**src/rtl/uart_pkg.sv**
```systemverilog
// Shared definitions for the UART transmit path: state encodings, parity
// selector values and default widths. Build option: UART_TX_FIFO_EN.
package uart_pkg;

  localparam int DEF_DATA_WIDTH = 8;
  localparam int DEF_PRESCALE_W = 16;
  localparam int DEF_FIFO_DEPTH = 4;

  localparam logic PARITY_EVEN = 1'b0;
  localparam logic PARITY_ODD  = 1'b1;

  typedef enum logic [2:0] {
    TX_IDLE   = 3'd0,
    TX_START  = 3'd1,
    TX_DATA   = 3'd2,
    TX_PARITY = 3'd3,
    TX_STOP   = 3'd4
  } tx_state_e;

  // Parity bit from the XOR-reduction of the data word.
  function automatic logic parity_bit(input logic data_xor, input logic ptype);
    return (ptype == PARITY_ODD) ? ~data_xor : data_xor;
  endfunction

endpackage

```
**src/rtl/uart_tx_fifo.sv**
```systemverilog
// Small synchronous FIFO holding accepted words plus their frame settings.
// Pointers carry one extra wrap bit so full and empty are told apart by the MSB.
// Used by uart_tx_cfg only when UART_TX_FIFO_EN is defined.
module uart_tx_fifo #(
  parameter int WIDTH = 8,
  parameter int DEPTH = 4
) (
  input  logic             clk,
  input  logic             rst,
  input  logic             wr_en,
  input  logic [WIDTH-1:0] wr_data,
  input  logic             rd_en,
  output logic [WIDTH-1:0] rd_data,
  output logic             full,
  output logic             empty
);

  localparam int AW = $clog2(DEPTH);

  logic [AW:0]      wr_ptr;
  logic [AW:0]      rd_ptr;
  logic [WIDTH-1:0] mem [DEPTH];

  assign empty   = (wr_ptr == rd_ptr);
  assign full    = (wr_ptr[AW] != rd_ptr[AW]) && (wr_ptr[AW-1:0] == rd_ptr[AW-1:0]);
  assign rd_data = mem[rd_ptr[AW-1:0]];

  // Pointer update; a push and a pop in the same cycle leave occupancy unchanged.
  always_ff @(posedge clk) begin
    if (rst) begin
      wr_ptr <= '0;
      rd_ptr <= '0;
    end else begin
      if (wr_en && !full) wr_ptr <= wr_ptr + 1'b1;
      if (rd_en && !empty) rd_ptr <= rd_ptr + 1'b1;
    end
  end

  // Storage array, no reset needed since reads are gated by empty.
  always_ff @(posedge clk) begin
    if (wr_en && !full) mem[wr_ptr[AW-1:0]] <= wr_data;
  end

endmodule

```
**src/rtl/uart_tx_cfg.sv**
```systemverilog
// Parametrised UART transmitter: start bit, DATA_WIDTH data bits LSB first,
// optional parity, one or two stop bits, internal per-bit baud timer.
// Build option UART_TX_FIFO_EN: a FIFO_DEPTH-entry FIFO buffers accepted words;
// otherwise a single holding register is used and FIFO_DEPTH is ignored.
//
// state     | meaning
// TX_IDLE   | line high, waiting for a pending word
// TX_START  | start bit (line low) for one bit time
// TX_DATA   | data bits, LSB first, bit_idx 0..DATA_WIDTH-1
// TX_PARITY | parity bit, only when the frame was accepted with parity enabled
// TX_STOP   | stop bit(s), one or two bit times of line high
module uart_tx_cfg
  import uart_pkg::*;
#(
  parameter int DATA_WIDTH = DEF_DATA_WIDTH,
  parameter int PRESCALE_W = DEF_PRESCALE_W,
  parameter int FIFO_DEPTH = DEF_FIFO_DEPTH
) (
  input  logic                  CLK,
  input  logic                  RST,
  input  logic [DATA_WIDTH-1:0] P_DATA,
  input  logic                  Data_Valid,
  output logic                  ready,
  input  logic                  parity_enable,
  input  logic                  parity_type,
  input  logic                  stop_bits,
  input  logic [PRESCALE_W-1:0] prescale,
  output logic                  busy,
  output logic                  TX_OUT
);

  // Snapshot layout: {prescale, stop_bits, parity_type, parity_enable, word}
  localparam int SNAP_W = DATA_WIDTH + 3 + PRESCALE_W;
  localparam int IDX_W  = $clog2(DATA_WIDTH);

  if (DATA_WIDTH < 5 || DATA_WIDTH > 9) begin : g_bad_width
    $error("uart_tx_cfg: DATA_WIDTH must be in 5..9");
  end
  if (FIFO_DEPTH < 2 || (FIFO_DEPTH & (FIFO_DEPTH - 1)) != 0) begin : g_bad_depth
    $error("uart_tx_cfg: FIFO_DEPTH must be a power of 2 >= 2");
  end

  tx_state_e state, state_nxt;

  logic                  accept;
  logic                  load;
  logic                  pend_valid;
  logic [SNAP_W-1:0]     in_snap;
  logic [SNAP_W-1:0]     pend_snap;

  logic [DATA_WIDTH-1:0] pend_data;
  logic                  pend_par_en;
  logic                  pend_par_type;
  logic                  pend_stop2;
  logic [PRESCALE_W-1:0] pend_presc;

  logic [DATA_WIDTH-1:0] shift_reg;
  logic                  par_bit;
  logic                  cur_par_en;
  logic                  cur_stop2;
  logic [PRESCALE_W-1:0] cur_presc;
  logic [PRESCALE_W-1:0] bit_cnt;
  logic [PRESCALE_W-1:0] bit_last;
  logic [IDX_W-1:0]      bit_idx;
  logic                  stop_idx;
  logic                  tc;
  logic                  last_data;
  logic                  last_stop;
  logic                  line_bit;

  assign in_snap       = {prescale, stop_bits, parity_type, parity_enable, P_DATA};
  assign accept        = Data_Valid && ready;

  assign pend_data     = pend_snap[DATA_WIDTH-1:0];
  assign pend_par_en   = pend_snap[DATA_WIDTH];
  assign pend_par_type = pend_snap[DATA_WIDTH+1];
  assign pend_stop2    = pend_snap[DATA_WIDTH+2];
  assign pend_presc    = pend_snap[SNAP_W-1:DATA_WIDTH+3];

  assign busy          = (state != TX_IDLE);

`ifdef UART_TX_FIFO_EN
  logic fifo_full;
  logic fifo_empty;

  uart_tx_fifo #(
    .WIDTH (SNAP_W),
    .DEPTH (FIFO_DEPTH)
  ) u_fifo (
    .clk     (CLK),
    .rst     (RST),
    .wr_en   (accept),
    .wr_data (in_snap),
    .rd_en   (load),
    .rd_data (pend_snap),
    .full    (fifo_full),
    .empty   (fifo_empty)
  );

  assign pend_valid = !fifo_empty;
  assign ready      = !fifo_full;
`else
  logic              hold_full;
  logic [SNAP_W-1:0] hold_snap;

  // Single holding register: filled on accept, emptied when the FSM starts the frame.
  always_ff @(posedge CLK) begin
    if (RST) begin
      hold_full <= 1'b0;
      hold_snap <= '0;
    end else if (accept) begin
      hold_full <= 1'b1;
      hold_snap <= in_snap;
    end else if (load) begin
      hold_full <= 1'b0;
    end
  end

  assign pend_snap  = hold_snap;
  assign pend_valid = hold_full;
  assign ready      = !busy && !hold_full;
`endif

  // A prescale of 0 behaves as 1, so the terminal count is then 0.
  assign bit_last  = (cur_presc == '0) ? '0 : cur_presc - PRESCALE_W'(1);
  assign tc        = (bit_cnt == bit_last);
  assign last_data = (bit_idx == IDX_W'(DATA_WIDTH - 1));
  assign last_stop = !cur_stop2 || stop_idx;

  // State register.
  always_ff @(posedge CLK) begin
    if (RST) state <= TX_IDLE;
    else     state <= state_nxt;
  end

  // Next-state, frame load request and the line value for the current state.
  always_comb begin
    state_nxt = state;
    load      = 1'b0;
    line_bit  = 1'b1;
    case (state)
      TX_IDLE: begin
        if (pend_valid) begin
          load      = 1'b1;
          state_nxt = TX_START;
        end
      end
      TX_START: begin
        line_bit = 1'b0;
        if (tc) state_nxt = TX_DATA;
      end
      TX_DATA: begin
        line_bit = shift_reg[0];
        if (tc && last_data) state_nxt = cur_par_en ? TX_PARITY : TX_STOP;
      end
      TX_PARITY: begin
        line_bit = par_bit;
        if (tc) state_nxt = TX_STOP;
      end
      TX_STOP: begin
        if (tc && last_stop) begin
          if (pend_valid) begin
            load      = 1'b1;
            state_nxt = TX_START;
          end else begin
            state_nxt = TX_IDLE;
          end
        end
      end
      default: state_nxt = TX_IDLE;
    endcase
  end

  // Frame datapath: snapshot on load, then bit timer, shifter and stop counter.
  always_ff @(posedge CLK) begin
    if (RST) begin
      shift_reg  <= '0;
      par_bit    <= 1'b0;
      cur_par_en <= 1'b0;
      cur_stop2  <= 1'b0;
      cur_presc  <= '0;
      bit_cnt    <= '0;
      bit_idx    <= '0;
      stop_idx   <= 1'b0;
    end else if (load) begin
      shift_reg  <= pend_data;
      par_bit    <= parity_bit(^pend_data, pend_par_type);
      cur_par_en <= pend_par_en;
      cur_stop2  <= pend_stop2;
      cur_presc  <= pend_presc;
      bit_cnt    <= '0;
      bit_idx    <= '0;
      stop_idx   <= 1'b0;
    end else if (state != TX_IDLE) begin
      if (tc) begin
        bit_cnt <= '0;
        if (state == TX_DATA) begin
          shift_reg <= shift_reg >> 1;
          bit_idx   <= bit_idx + 1'b1;
        end
        if (state == TX_STOP) stop_idx <= 1'b1;
      end else begin
        bit_cnt <= bit_cnt + 1'b1;
      end
    end
  end

  // Registered line output; idles high and returns high right after reset.
  always_ff @(posedge CLK) begin
    if (RST) TX_OUT <= 1'b1;
    else     TX_OUT <= line_bit;
  end

endmodule
```
**config.mk**
```make
export PLATFORM = sky130hd
export DESIGN_NAME = uart_tx_cfg
export DESIGN_NICKNAME = d
export VERILOG_FILES = /design/src/rtl/uart_pkg.sv /design/src/rtl/uart_tx_fifo.sv /design/src/rtl/uart_tx_cfg.sv
export SDC_FILE = /design/constraint.sdc
export NUM_CORES = 1
export LEC_CHECK = 0
export BUFFER_PORTS_ARGS = -buffer_cell sky130_fd_sc_hd__buf_2
export CAP_MARGIN = 25
export CORE_ASPECT_RATIO = 0.75
export CORE_MARGIN = 2
export CORE_UTILIZATION = 55
export DETAILED_ROUTE_END_ITERATION = 10
export GPL_TIMING_DRIVEN = 0
export PLACE_DENSITY = 0.74
export REMOVE_ABC_BUFFERS = 1
export SETUP_SLACK_MARGIN = 0.3
export SLEW_MARGIN = 20
export SYNTH_ARGS = -nofsm -noshare
export SYNTH_HDL_FRONTEND = slang
export SYNTH_SLANG_ARGS = --single-unit
```
**constraint.sdc**
```tcl
create_clock -name CLK -period 4.1 [get_ports CLK]
set_clock_uncertainty 0.1 [all_clocks]
set_input_delay 0.205 -clock CLK [delete_from_list [all_inputs] [get_ports CLK]]
set_output_delay 0.205 -clock CLK [all_outputs]
set_load 0.02 [all_outputs]
```
==> results of run 1 <==
-- repair_timing --
item,4_1_cts,5_1_grt
setup buffers,4,7
pin swaps,2,1
gates resized for setup,2,2
endpoints found under the setup margin,49,51
hold endpoints to repair,26,0
hold buffers,26,0
-- worst max-delay path: stages (launching register included) --
cell and delay [ns]:
dfxtp_1 0.39, inv_1 0.11, ha_2 0.27, nor3b_4 0.31, and4_4 0.35, nor4_1 0.07
or3_1 0.35, a2111o_1 0.41, nor3_4 0.32, nand4_1 0.14, buf_4 0.24, mux2i_1 0.13
a211oi_1 0.26
-- kinds of logic after synthesis --
kind of cell | Yosys count | share of synthesized area (%)
xor gates and xnor gates | 40 | 8.61
muxes | 31 | 7.62
adders and majority gates | 4 | 1.23
DFF | 79 | 38.9
AOI/OAI and AO/OA | 86 | 13.7
and+or+nand+nor | 206 | 24.8
buffers and inverters | 44 | 5.20
-- through the flow --
step	area [um^2]	hold WS (ns)
3_3_place_gp	4180	0.343
2_1_floorplan	3900	0.167
4_1_cts	4740	0.00120
5_1_grt	4800	0.00321
6_report	4800	0.00533
3_5_place_dp	4230	0.346
-- synthesized netlist by cell type, types with 4 or more instances --
cell type	n	area, um^2
dfxtp_1	79	1580
nand2_1	75	282
nor2_1	62	233
a21oi_1	42	210
mux2i_1	31	310
xnor2_1	24	210
clkbuf_1	20	75.1
xor2_1	16	140
a211oi_1	12	90.1
nand3_1	12	60.1
inv_1	10	37.5
buf_2	7	35.0
nand4_1	6	37.5
and3_1	5	31.3
o21ai_0	5	25.0
or3_1	5	31.3
buf_4	4	30.0
ha_1	4	50.1
nor2b_1	4	25.0
nor3_1	4	20.0
nor4_1	4	25.0
-- routing by layer --
layer / part of all wire [%] / routed length, um / track usage, % / up-vias
met3: 4.1 / 367 / 5.70 / 11
met2: 47 / 4180 / 37.1 / 52
met4: 1.1 / 94 / 6.84 / 0
met1: 48 / 4250 / 33.3 / 1615
met5: 0 / 0 / 0 / -
li1: - / - / - / 1776
-- where the power goes --
| group | leakage (nW) | switching, mW | internal, mW |
|---|---|---|---|
| Combinational | 1.30 | 1.07 | 0.820 |
| Clock | 0.109 | 0.308 | 0.308 |
| Sequential | 0.642 | 0.147 | 0.913 |
-- final timing paths --
check                                  start                         end  slack (ns)  cells after the start
setup / recovery   cur_presc[0]$_SDFFE_PP0P_   shift_reg[1]$_SDFFE_PP0P_        0.54                     12
hold / removal                   prescale[5]  hold_snap[16]$_SDFFE_PP0P_       0.005                      3
setup reg to reg   cur_presc[0]$_SDFFE_PP0P_   shift_reg[1]$_SDFFE_PP0P_        0.54                     12
hold reg to reg   hold_snap[20]$_SDFFE_PP0P_  hold_snap[20]$_SDFFE_PP0P_        0.36                      2
-- cell type report --
type / instances / area, um^2
fillers: 592 / 2470
clock buffers: 10 / 138
flip-flops and latches: 79 / 1580
clock inverters: 6 / 76.3
well taps: 101 / 126
multi-input cells: 367 / 2300
inverters: 10 / 37.5
repair buffers: 70 / 533
==> results_dict.tcl, run 1 <==
set metrics [dict create \
    ys_seq_area_share_pct 38.9 \
    syn2layout_area_growth_pct 17.9 \
    ys.flop_type "dfxtp_1" \
    async_flop_share_pct 0 \
    cts_tree "built" \
    critPathMaxFanout 11 \
    layout_commonest_cell "dfxtp_1" \
    synth_edf_count 0 \
    ant_nets 0 \
    finalMaxSlewViolations 0 \
    ir_drop_uv 285 \
    setup_tns_ns 0 \
    yosys.cell_types.count 60 \
    largest_reg_flops 27 \
    maxCapViolCount 0 \
    layout.nets 571 \
    tightestPinTransition_ns 0.929 \
    path_clk_slew_ns 0.08 \
    top_regs "hold_snap: 27 flops, bit_cnt: 16 flops, cur_presc: 16 flops" \
    worst_setup_path_start_kind "flop" \
    layout_common_cells "79 x dfxtp_1, 75 x nand2_1, 62 x nor2_1, 42 x a21oi_1" \
    ys_ff_latch 79 \
    slew_headroom_pct 37.9 \
    drc 0 \
    status "complete, no violations" \
    drt_pass1_iterations 4 \
    end_kind "flop" \
    cp.arrival_ns 3.72 \
    clk_latency_ns 0.37 \
    power.density_nw_per_um2 744 \
    dieArea_um2 8110 \
    synth_cells 490 \
    via_count 3454 \
    die_h_um 78.5 \
    grt_pass1_wl_um 15300 \
    dpl.hpwl_um 5830 \
    grt_pass1_vias 3245 \
    min_period_ns 3.56 \
    start_util_pct 56.0 \
    avgSynthCellArea_um2 8.31 \
    holdCritPathClass "input pin to flop" \
    clk_root_buffer_cell "clkbuf_8" \
    post-place-ws_ns -0.232 \
    die_w_um 103 \
    pin_count 33 \
    top_register "hold_snap" \
    cts_num_sinks 79 \
    min_period_over_period_pct 86.7 \
    port_buffers 32 \
    h-tree-depth 3 \
    ctsLongestPathBuffers 2 \
    place_congestion 0.906 \
    post_drt_wl_per_cell_um 13.8 \
    dp_cells 590 \
    final_util_pct 66.0 \
    crit_type "flop to flop" \
    core_area_um2 7260 \
    vias_per_cell 5.37 \
    hold_violations 0 \
    netlist_area_um2 4070 \
    drive_above_1_share_pct 14.8 \
    grt_max_degree 62 \
    post-route-worst-setup-slack_ns 0.545 \
    drt_iter0_drc 207 \
    max_freq_mhz 281 \
    p_total_mw 3.57 \
    p_leak_nw 2.05 \
    layout.cells.non_filler 643 \
    numCtsBuffers 9 \
    grt_usage_pct 24.0 \
    n_antenna_cell 0 \
    ys_warn_count 0 \
    cp.required_ns 4.27 \
    row_count 27 \
    rsz0062_at_grt "false" \
    grt_overflow 0 \
    setup_viol 0 \
    drt_wl_total_um 8890 \
    antenna_found_initial 0 \
]
Power figures use the tool's default switching activity.
==> run 2, diff against run 1 <==
- ABC_AREA: unset -> 1
- CELL_PAD_IN_SITES_DETAIL_PLACEMENT: unset -> 0
- CELL_PAD_IN_SITES_GLOBAL_PLACEMENT: unset -> 2
- CORE_UTILIZATION: 55 -> 33
- PLACE_DENSITY: 0.74 -> unset
- PLACE_DENSITY_LB_ADDON: unset -> 0.1
==> run 2 against run 1 <==
Against the previous run:
- global-route usage shrank 7.8 points
- via count increased by 3.7%
- die area up 61%
- critical path type unchanged
- register-to-register slack gained 0.23 ns
- synthesized cell count increased by 19%
- hold slack gained 0.019 ns
- clock power is 34% higher
- worst setup slack better by 0.23 ns
- largest cell class unchanged
==> results_dict.tcl, run 2 <==
set metrics [dict create \
    layout.cells.non_filler 767 \
    p_leak_nw 1.88 \
    netlist_area_um2 4010 \
    hold_violations 0 \
    critPathMaxFanout 50 \
    tightestPinTransition_ns 0.880 \
    maxCapViolCount 0 \
    n_antenna_cell 0 \
    h-tree-depth 3 \
    place_congestion 0.801 \
    ctsLongestPathBuffers 2 \
    yosys.cell_types.count 30 \
    start_util_pct 34.2 \
    numCtsBuffers 9 \
    min_period_ns 3.32 \
    synth_edf_count 0 \
    crit_type "flop to flop" \
    drive_above_1_share_pct 11.2 \
    ir_drop_uv 292 \
    ys.flop_type "dfxtp_1" \
    cts_tree "built" \
    ys_seq_area_share_pct 39.5 \
    synth_area_leader_cell "dfxtp_1" \
    rsz0062_at_grt "false" \
    layout_common_cells "136 x nand2_1, 79 x dfxtp_1, 77 x nand3_1, 57 x a21oi_1, 47 x nor2_1" \
    regToRegStartpoint "cur_presc[0]$_SDFFE_PP0P_" \
    die_h_um 99.4 \
    cp.required_ns 4.20 \
    max_freq_mhz 301 \
    final_util_pct 39.4 \
    placed_cell_area_um2 4280 \
    syn2layout_area_growth_pct 15.2 \
    pin_count 33 \
    cts_setup_buffers 0 \
    ys_warn_count 0 \
    setup_tns_ns 0 \
    grt_overflow 0 \
    holdBufCountCts 0 \
    ant_nets 0 \
    status "complete, no violations" \
    cp.arrival_ns 3.42 \
    fin_area_um2 4610 \
    top_regs "hold_snap: 27 flops, bit_cnt: 16 flops, cur_presc: 16 flops" \
    endpoint "hold_full$_SDFFE_PP0P_" \
    async_flop_share_pct 0 \
    core_area_um2 11700 \
    rr_worst_depth 18 \
    avgSynthCellArea_um2 6.88 \
    yosys.area.top_type_share_pct 39.5 \
    grt_max_degree 51 \
    layout_commonest_cell "nand2_1" \
    timing.rr.end "hold_full$_SDFFE_PP0P_" \
    setup_viol 0 \
    largest_reg_flops 27 \
    layout.nets 634 \
    synthTopCellsByArea "dfxtp_1 39%, nand2_1 13%, nand3_1 9.6%" \
    min_period_over_period_pct 81.1 \
    dpl.hpwl_um 7260 \
    fillerInstances 1246 \
    finalMaxSlewViolations 0 \
    grt_pass1_wl_um 17000 \
    ys_ff_latch 79 \
    r2r_slack_ns 0.78 \
    grt_pass1_vias 3308 \
    drc 0 \
    drt_wl_total_um 10100 \
    dieArea_um2 13000 \
    worst_setup_path_start_kind "flop" \
    cts_num_sinks 79 \
    power.density_nw_per_um2 853 \
    vias_per_cell 4.67 \
    die_w_um 131 \
    dp_cells 751 \
    end_kind "flop" \
    drt_iter0_drc 189 \
    ys_top_cells_by_count "137 x nand2_1, 79 x dfxtp_1, 77 x nand3_1" \
    antenna_found_initial 0 \
    drt_pass1_iterations 5 \
    top_register "hold_snap" \
    yosysMostFrequentCell "nand2_1" \
    cp-startpoint "cur_presc[0]$_SDFFE_PP0P_" \
    port_buffers 32 \
    clk_root_buffer_cell "clkbuf_16" \
    clk_latency_ns 0.34 \
    row_count 34 \
    synth_cells 582 \
    path_clk_slew_ns 0.06 \
    via_count 3583 \
    grt_usage_pct 16.2 \
    slew_headroom_pct 41.2 \
    post_drt_wl_per_cell_um 13.1 \
    holdCritPathClass "input pin to flop" \
]
==> run 2: cell types whose count changed after synthesis, sizes merged, moves of 8 or more <==
| cell | delta |
|---|---|
| a211oi | -12 |
| mux2i | -31 |
| nor4 | -8 |
| a21oi | +14 |
| xnor2 | -17 |
| o21ai | +19 |
| nor3 | +13 |
| nand2 | +64 |
| inv | +38 |
| nand3 | +65 |
==> run 2: where the power goes <==
group	internal, mW	switching (mW)
Sequential	0.945	0.124
Combinational	0.697	1.34
Clock	0.494	0.333
==> run 2: layout make-up <==
class / instances / area, um^2 / share of cell area, %
Multi-Input combinational cell: 428 / 2140 / 46.5
Tap cell: 162 / 203 / 4.39
Timing Repair Buffer: 34 / 199 / 4.31
Clock buffer: 11 / 243 / 5.26
Sequential cell: 79 / 1580 / 34.3
Inverter: 48 / 180 / 3.91
Clock inverter: 5 / 63.8 / 1.38
==> run 2: kinds of logic after synthesis <==
family,count (synthesis),synth area share [%]
xor+xnor,24,5.25
simple gates,313,35.0
compound gates,87,11.2
flops,79,39.5
fa+ha+maj,4,1.25
buf+inv,75,7.84
==> run 2: per-stage QoR <==
stage	hold WS [ns]	setup slack, ns	power (mW)
floorplan	0.174	0.659	2.59
global placement	0.340	-0.314	3.05
finish	0.0240	0.776	3.94
CTS	0.0170	0.441	3.97
detailed placement	0.352	-0.224	3.12
global route	0.0244	0.315	4.35
==> run 2: critical path, cell delays in order (launching register included) <==
cell and delay [ns]:
dfxtp_1 0.30, inv_1 0.08, ha_1 0.23, nand2_1 0.18, nor2_1 0.08, nand2_2 0.39, nand2_1 0.09, nand2_1 0.08
nand2_1 0.04, nor2_1 0.14, nand2_1 0.06, nor2_1 0.09, nand2_1 0.08, nor2_2 0.15, nand3_1 0.16, nand2_4 0.23
nand2_8 0.23, nand2_4 0.32, o22ai_1 0.10
==> run 2: metal layers <==
layer	GRT usage, %	vias to the layer above	share of wire, %
met5	0	-	0
met3	3.92	13	4.2
met4	5.18	0	1.3
li1	-	1948	-
met2	21.8	61	37
met1	25.0	1561	58
==> run 2: worst min-delay path by stage <==
| stage | from | to | slack (ns) | cells past startpoint |
|---|---|---|---|---|
| 5_1_grt | P_DATA[7] | hold_snap[7]$_SDFFE_PP0P_ | 0.02 | 3 |
| 3_5_place_dp | stop_idx$_SDFFE_PP0P_ | stop_idx$_SDFFE_PP0P_ | 0.35 | 2 |
| 4_1_cts | P_DATA[5] | hold_snap[5]$_SDFFE_PP0P_ | 0.02 | 3 |
| 3_3_place_gp | stop_idx$_SDFFE_PP0P_ | stop_idx$_SDFFE_PP0P_ | 0.34 | 2 |
| 6_report | P_DATA[5] | hold_snap[5]$_SDFFE_PP0P_ | 0.02 | 3 |
| 2_1_floorplan | RST | cur_presc[4]$_SDFFE_PP0P_ | 0.17 | 1 |
==> run 2: repair_timing <==
action                                  4_1_cts  5_1_grt
endpoints found under the setup margin       28       43
gates cloned                                  0        0
gates resized for setup                       3        2
==> run 3, diff against run 2 <==
- CORE_UTILIZATION: 33 -> 30
- clock period: 4.1 -> 2.65 ns (I/O delays scaled with it)
==> run 3 against run 2 <==
Against the previous run:
- the flow now finishes with violations (negative setup slack)
- global-route usage up 2.5 points
- first-iteration DRC count up 26%
- worst setup slack worse by 0.86 ns
- sequential share of layout area down 5.4 points
- hold slack worse by 0.019 ns
- critical path depth up 2
- critical path type unchanged
- largest power group unchanged
- highest routed layer unchanged
==> results_dict.tcl, run 3 (synthesized netlist as in run 2, its figures left out) <==
set metrics [dict create \
    placed_cell_area_um2 4280 \
    highest_layer "met4" \
    status "finished, violations left" \
    numCtsBuffers 9 \
    cpMaxStageDelayCell "dfxtp_2" \
    grt_overflow 0 \
    ctsLongestPathBuffers 2 \
    dieArea_um2 14300 \
    h-tree-depth 3 \
    dpl.hpwl_um 7640 \
    ant_nets 0 \
    end_kind "flop" \
    grt_usage_pct 18.7 \
    antenna_found_initial 0 \
    final_util_pct 42.2 \
    layout.nets 698 \
    syn2layout_area_growth_pct 37.2 \
    power.density_nw_per_um2 1400 \
    min_period_over_period_pct 103 \
    drt_wl_total_um 12900 \
    post_drt_wl_per_cell_um 15.4 \
    cts_num_sinks 79 \
    cp.required_ns 2.78 \
    start_util_pct 30.8 \
    layout_commonest_cell "nand2_1" \
    cp_cell_sequence "inv_4 -> ha_4 -> nand2_8 -> nor2_4 -> nand2_4 -> buf_6 -> nand2_1 -> nand2_1 -> nand2_1 -> nand2_2 -> nor2_2 -> nand3_2 -> nor2_4 -> nand3_4 -> nand2_8 -> nand2_8 -> nand2_2 -> nand2_2 -> nor2_4 -> nor2_1" \
    core_area_um2 13000 \
    hold_violations 0 \
    crit_type "flop to flop" \
    drive_above_1_share_pct 23.3 \
    wl_met1_um 7120 \
    pin_count 33 \
    port_buffers 32 \
    min_period_ns 2.74 \
    n_antenna_cell 0 \
    largest_reg_flops 27 \
    grt_pass1_wl_um 20600 \
    grt_max_degree 37 \
    grt_pass1_vias 3893 \
    slowest_delay_ns 0.33 \
    post-route-worst-setup-slack_ns -0.0872 \
    ir_drop_uv 583 \
    place_congestion 0.794 \
    p_leak_nw 2.23 \
    die_w_um 137 \
    path_clk_slew_ns 0.06 \
    maxCapViolCount 0 \
    holdCritPathClass "input pin to flop" \
    slew_headroom_pct 29.9 \
    tightestPinTransition_ns 1.05 \
    drc 0 \
    clk_latency_ns 0.34 \
    via_count 4043 \
    critPathMaxFanout 8 \
    layout_common_cells "119 x nand2_1, 74 x dfxtp_1, 70 x nand3_1, 55 x a21oi_1, 44 x inv_1" \
    setup_viol 41 \
    die_h_um 104 \
    finalMaxSlewViolations 0 \
    rsz0062_at_grt "true" \
    met2WireLength_um 5300 \
    max_freq_mhz 365 \
    worst_setup_path_start_kind "flop" \
    cts_tree "built" \
    top_regs "hold_snap: 27 flops, bit_cnt: 16 flops, cur_presc: 16 flops" \
    fin_area_um2 5500 \
    wl_met3_um 429 \
    drt_iter0_drc 239 \
    clk_root_buffer_cell "clkbuf_16" \
    drt_pass1_iterations 4 \
    top_register "hold_snap" \
    vias_per_cell 4.81 \
    cp.arrival_ns 2.87 \
    row_count 36 \
    violations "negative setup slack" \
]
[run 3: changes by cell type in the layout (fill, tap and decap cells not counted), sizes merged]
cell         before  now
buf              34   65
clkinv            1    2
dlygate4sd3       0   25
inv              50   49
nand2           140  147
nor2             58   59
[run 3: metal layers]
layer,vias up,track usage (%)
li1,2084,-
met1,1890,29.0
met2,58,26.3
met3,11,3.56
met4,0,4.05
met5,-,0
[run 3: power by group]
group / switching, mW / internal [mW] / total, mW
Sequential: 0.238 / 1.47 / 1.70
Clock: 0.517 / 0.756 / 1.27
Combinational: 2.88 / 1.83 / 4.71
Total: 3.63 / 4.06 / 7.69
[run 3: path summary, 6_finish.rpt]
check / start / end / slack [ns] / depth (start not counted)
setup / recovery: cur_presc[0]$_SDFFE_PP0P_ / shift_reg[0]$_SDFFE_PP0P_ / -0.09 / 20
hold / removal: prescale[7] / hold_snap[18]$_SDFFE_PP0P_ / 0.005 / 3
setup reg to reg: cur_presc[0]$_SDFFE_PP0P_ / shift_reg[0]$_SDFFE_PP0P_ / -0.09 / 20
hold reg to reg: hold_snap[18]$_SDFFE_PP0P_ / hold_snap[18]$_SDFFE_PP0P_ / 0.36 / 2
[run 3: final cells by class]
type                            count  area (um^2)
Timing Repair Buffer               90          693
Inverter                           48          185
Clock buffer                       11          243
Fill cell                        1378         7520
Multi-Input combinational cell    436         2520
Clock inverter                      5         56.3
Sequential cell                    79         1590
Tap cell                          171          214
[run 3: repair_timing]
action,CTS,global route
endpoints found under the setup margin,79,52
resized for setup,54,37
endpoints found under the hold margin,25,0
buffers inserted,22,9
hold buffers,25,0
cloned,6,2
pin swaps,18,23
[run 3: per-stage QoR]
stage	setup TNS [ns]	hold slack, ns	setup slack [ns]	instances	total power, mW
global placement	-134.14	0.304	-2.22	758	4.81
floorplan	-33.24	0.102	-0.791	555	4.00
CTS	-0.683	0.00509	-0.0718	829	7.24
finish	-1.07	0.00527	-0.0872	840	7.69
global route	-9.55	0.00881	-0.234	840	8.33
detailed placement	-88.29	0.312	-1.98	760	4.86
[run 3: worst max-delay path, delay by kind of cell, from the launching register on]
kind	cells	cell delay, ns
simple gates	17	1.77
fa+ha+maj	1	0.16
buf+inv	2	0.23
flops	1	0.33
